`src/rtl/mem_pkg.sv`:
```
// Shared types and constants for the memory-stage controller.
package mem_pkg;

  typedef enum logic [1:0] {
    IDLE = 2'd0,
    WAIT = 2'd1,
    DONE = 2'd2
  } mem_state_t;

  localparam int TIMEOUT_DEFAULT = 255;

endpackage

```
`src/rtl/mem_timeout_cnt.sv`:
```
// WAIT-cycle watchdog: clears when an access starts and counts WAIT cycles without ack.
module mem_timeout_cnt #(
  parameter int TIMEOUT = 255
) (
  input  logic clk_i,
  input  logic rst_i,
  input  logic clear,
  input  logic en,
  output logic expired
);

  localparam int CW = $clog2(TIMEOUT + 1);

  logic [CW-1:0] cnt_reg;

  always_ff @(posedge clk_i or posedge rst_i) begin
    if (rst_i) begin
      cnt_reg <= '0;
    end else if (clear) begin
      cnt_reg <= '0;
    end else if (en) begin
      cnt_reg <= cnt_reg + 1'b1;
    end
  end

  // Fires during the last allowed WAIT cycle so the FSM leaves after exactly TIMEOUT cycles.
  assign expired = (cnt_reg == CW'(TIMEOUT - 1));

endmodule

```
`src/rtl/mem_stage_ctrl.sv`:
```
// MEM-stage handshake controller: IDLE -> WAIT -> DONE per access, stalls the pipeline meanwhile.
// Optional WAIT timeout with sticky err_o is enabled by defining MEM_TIMEOUT_EN.
module mem_stage_ctrl
  import mem_pkg::*;
#(
  parameter int DATA_W  = 32,
  parameter int TIMEOUT = TIMEOUT_DEFAULT
) (
  input  logic              clk_i,
  input  logic              rst_i,
  input  logic              MemRead_i,
  input  logic              MemWrite_i,
  input  logic [DATA_W-1:0] addr_i,
  input  logic [DATA_W-1:0] wdata_i,
  output logic              stall_o,
  output logic [DATA_W-1:0] rdata_o,
  output logic              mem_req_o,
  output logic              mem_we_o,
  output logic [DATA_W-1:0] mem_addr_o,
  output logic [DATA_W-1:0] mem_wdata_o,
  input  logic              mem_ack_i,
  input  logic [DATA_W-1:0] mem_rdata_i,
  output logic              err_o
);

  if (TIMEOUT < 1) begin : g_timeout_check
    $error("mem_stage_ctrl: TIMEOUT must be at least 1");
  end

  mem_state_t        state_reg, state_next;
  logic              req_any;
  logic              start_access;
  logic              timeout_hit;
  logic [DATA_W-1:0] addr_reg, wdata_reg, rdata_reg;
  logic              we_reg;

  assign req_any      = MemRead_i | MemWrite_i;
  assign start_access = (state_reg == IDLE) && req_any;

`ifdef MEM_TIMEOUT_EN
  logic err_reg;

  mem_timeout_cnt #(
    .TIMEOUT (TIMEOUT)
  ) u_timeout (
    .clk_i   (clk_i),
    .rst_i   (rst_i),
    .clear   (start_access),
    .en      ((state_reg == WAIT) && !mem_ack_i),
    .expired (timeout_hit)
  );

  always_ff @(posedge clk_i or posedge rst_i) begin
    if (rst_i) begin
      err_reg <= 1'b0;
    end else if ((state_reg == WAIT) && !mem_ack_i && timeout_hit) begin
      err_reg <= 1'b1;
    end
  end

  assign err_o = err_reg;
`else
  assign timeout_hit = 1'b0;
  assign err_o       = 1'b0;
`endif

  always_ff @(posedge clk_i or posedge rst_i) begin
    if (rst_i) begin
      state_reg <= IDLE;
    end else begin
      state_reg <= state_next;
    end
  end

  // A request seen in DONE is the next instruction, picked up once back in IDLE.
  always_comb begin
    state_next = state_reg;
    case (state_reg)
      IDLE:    if (req_any) state_next = WAIT;
      WAIT:    if (mem_ack_i || timeout_hit) state_next = DONE;
      DONE:    state_next = IDLE;
      default: state_next = IDLE;
    endcase
  end

  always_comb begin
    mem_req_o = (state_reg == WAIT);
    stall_o   = start_access || (state_reg == WAIT);
  end

  // Write wins when both request lines are high.
  always_ff @(posedge clk_i or posedge rst_i) begin
    if (rst_i) begin
      addr_reg  <= '0;
      wdata_reg <= '0;
      we_reg    <= 1'b0;
      rdata_reg <= '0;
    end else begin
      if (start_access) begin
        addr_reg  <= addr_i;
        wdata_reg <= wdata_i;
        we_reg    <= MemWrite_i;
      end
      if ((state_reg == WAIT) && mem_ack_i && !we_reg) begin
        rdata_reg <= mem_rdata_i;
      end
    end
  end

  assign mem_addr_o  = addr_reg;
  assign mem_wdata_o = wdata_reg;
  assign mem_we_o    = we_reg;
  assign rdata_o     = rdata_reg;

endmodule
```
`config.mk`:
```
export PLATFORM = sky130hd
export DESIGN_NAME = mem_stage_ctrl
export DESIGN_NICKNAME = d
export VERILOG_FILES = /design/src/rtl/mem_pkg.sv /design/src/rtl/mem_timeout_cnt.sv /design/src/rtl/mem_stage_ctrl.sv
export SDC_FILE = /design/constraint.sdc
export NUM_CORES = 1
export LEC_CHECK = 0
export CORE_MARGIN = 2
export CORE_UTILIZATION = 43
export CTS_CLUSTER_DIAMETER = 80
export DETAILED_ROUTE_END_ITERATION = 10
export GPL_TIMING_DRIVEN = 0
export HOLD_SLACK_MARGIN = 0.12
export PLACE_DENSITY = 0.95
export REMOVE_ABC_BUFFERS = 1
export SLEW_MARGIN = 10
export SYNTH_ARGS = -nofsm -noshare
export SYNTH_HDL_FRONTEND = slang
export SYNTH_SLANG_ARGS = --single-unit
```
`constraint.sdc`:
```
create_clock -name clk_i -period 6.51 [get_ports clk_i]
set_input_delay 0.9765 -clock clk_i [delete_from_list [all_inputs] [get_ports clk_i]]
set_output_delay 0.9765 -clock clk_i [all_outputs]
set_load 0.05 [all_outputs]
```
* Yosys cells after proc, flatten, opt, wreduce, memory -nomap -nowiden
Index checks and enable logic that the tools add are counted.
Widths: inputs -> output; s select.
** Word-level totals
- Output and inout port bits :: 100
- Bits in registers :: 99
- Input port bits :: 101
** Cells by class
- Reduce and logical (&&, ||, !) cells :: 7
- Muxes and demuxes :: 3
- Eq/ne operators :: 3
- Bitwise operators :: 1
** Operators with widths (number)
- $mux 2 :: 2
- $pmux 2 s2 :: 1
- $logic_and 1x1->1 :: 3
- $eq 2x1->1 const B :: 1
- $logic_not 2->1 :: 1
- $ne 2x1->1 const B :: 1
- $ne 2x2->1 const B :: 1
- $reduce_and 2->1 :: 1
- $logic_not 1->1 :: 1
- $logic_or 1x1->1 :: 1
- $or 1x1->1 :: 1

* Logic depth before layout (Yosys ltp)
- Depth after elaboration :: 3
- Mapped depth :: 5
- Gate-level depth less buffers :: 3

* Least setup slack after synthesis
Ideal clock, no wire load.
- Path kind :: input-to-output
- Start point :: input port MemWrite_i
- End point :: output port stall_o
- Stages :: 2
- Setup slack :: 3866 ps
- Data arrival time :: 1668 ps
- Required time :: 5534 ps
- Path buffers :: 0
- Path through :: nor3_1 > nor2_1
** On the way
- Cells in the longest elaborated chain, start to end :: 3
** RTL lines
- start, declared :: RTL line mem_stage_ctrl.sv:12 : input logic MemWrite_i,
- $or 1x1->1 :: RTL line mem_stage_ctrl.sv:37 : assign req_any = MemRead_i | MemWrite_i;
- $logic_and 1x1->1 :: RTL line mem_stage_ctrl.sv:38 : assign start_access = (state_reg == IDLE) && req_any;
- $logic_or 1x1->1 :: RTL line mem_stage_ctrl.sv:88 : stall_o = start_access || (state_reg == WAIT);
- end, declared :: RTL line mem_stage_ctrl.sv:15 : output logic stall_o,
Every way passes these cells.

* Final worst setup path
Same ends and word-level chain as after synthesis.

==> metrics.yaml <==
power.density_mw_per_mm2: 618
cp.arrival_ns: 2.48
die_y_um: 99.3
ant_nets: 0
ys_ff_latch: 99
worst_slack_ns: 3.05
die_x_um: 99.3
yosys.area.top_type_share_pct: 63.5
n_antenna_cell: 0
synth.distinct_cells: 17
avgSynthCellArea_um2: 17.8
yosys-top-cells-area: "dfrtp_1 63%, mux2_2 19%, mux2_4 12%"
hold_slack_ns: 0.503
cts.path.max_buffers: 2
antenna_found_initial: 0
hold_viol: 0
fin_total_pwr_mw: 3.80
nets: 520
place.gp.congestion: 0.692
grt.overflow.total: 0
synth_ff_type: "dfrtp_1"
cts_setup_buffers: 0
routed_wl_um: 9020
ir_drop_uv: 376
ctsHoldBuffers: 0
vias: 2523
die_area_mm2: 0.00986
clkLatencyLatePin_ns: 0.35
first_pass_iters: 4
port_buffers: 199
boundaryPins: 201
tightest_slew_ns: 1.22
async_flop_share_pct: 100
nFillCells: 592
rows: 34
clock_skew_ns: 0.0144
finalCritPeriodShare_pct: 53.2
synth_edf_count: 0
clock_sinks: 99
instances_no_fill: 532
slew_headroom_pct: 18.4
run_status: "complete, no violations"
coreArea_mm2: 0.00876
final_core_util_pct: 70.1
min_period_ns: 3.46
max_freq_mhz: 289
p_leak_nw: 2.56
hp-class: "reg2reg"
finalSetupViolCount: 0
area_delta_synth_final_pct: 57.5
grt_pass1_wl_um: 14400
design_area_mm2: 0.00615
wl_per_cell_um: 17.0
drcViolationCount: 0
end_kind: "primary output"
dpl-instance-area_mm2: 0.00594
cts_htree_levels: 3
preCtsSetupSlack_ns: 3.05
viasPerCell: 4.74
grt_max_degree: 56
grt_pass1_vias: 2815
drt_first_iter_violations: 24
critPathKind: "in2out"
drv_cap: 0
crit_fanout: 3
finalSetupTns_ns: 0
start_kind: "input pin"
track_usage_pct: 18.5
synth_top_cell_by_area: "dfrtp_1"
hpwl_um: 6740
cts.clk_slew.worst_paths_ns: 0.09
cts_buffers: 9
syn_area_mm2: 0.00390
seq_area_frac_synth_pct: 63.5
slew_violations: 0
start_util_pct: 44.5
syn-instance-count: 219
cts_resized: 0
final_layout_size_suffix_gt1_share_pct: 27.4
dp_cells: 516
rsz0062_at_grt: "no"
yosysWarnings: 0
cp.required_ns: 5.53
root_buffer: "clkbuf_8"
cts_tree: "done"
## placed cells by master, fill, tap and decap left out, drive strengths merged, types with 2 or more instances in the layout
master | Yosys | routed
mux2 | 96 | 96
dfrtp | 99 | 99
nor2 | 2 | 2
buf | 12 | 2
clkbuf | 0 | 13
clkdlybuf4s50 | 0 | 199
## path summary, 6_finish.rpt
path                                    to  slack (ns)  depth (start not counted)    startpoint
max in group asynchronous  mem_wdata_o[25]        4.76                          3         rst_i
min reg2reg                   state_reg[0]        0.50                          1  state_reg[1]
max                                stall_o        3.05                          4    MemWrite_i
min                           state_reg[0]        0.50                          1  state_reg[1]
max reg2reg                    rdata_o[29]        4.33                          3  state_reg[1]
min in group asynchronous         mem_we_o        1.08                          2         rst_i
## power by group
part	internal, mW	switching, mW
logic	0.894	1.41
clock network	0.200	0.199
registers	0.919	0.177
## routing by layer
metal  GRT usage (%)  vias up  routed length, µm
li1                -     1162                  -
met1            23.2     1203               3710
met4            5.48        0                131
met5               0        -                  0
met3            5.62       13                829
met2            31.1      145               4350
## layout make-up
cell class	count	area (µm²)	area share (%)
flip-flops and latches	99	2480	40.3
repair buffers	201	2050	33.3
multi-input cells	107	1280	20.8
clock buffers	13	159	2.58
well taps	108	135	2.20
clock inverters	3	46.3	0.753
inverters	1	6.26	0.102
## critical path: stages
cell and delay, ns:
clkdlybuf4s50_1 0.52, nor3_1 0.08, nor2_1 0.08, clkdlybuf4s50_1 0.82
## Yosys cell counts, types with 2 or more instances
library cell,n
dfrtp_1,99
buf_4,2
mux2_4,30
buf_12,3
buf_6,7
nor2_1,2
mux2_2,66
## logic make-up (layout without fill, tap and decap cells)
| family | count (synthesis) | in the layout | share of synthesized area (%) |
|---|---|---|---|
| compound gates | 3 | 3 | 0.609 |
| other cells | 1 | 1 | 0.0961 |
| simple gates | 7 | 7 | 1.22 |
| flops | 99 | 99 | 63.5 |
| buf+inv | 13 | 218 | 4.04 |
| mux | 96 | 96 | 30.6 |
Note: power is estimated with default switching activity, not from simulation.
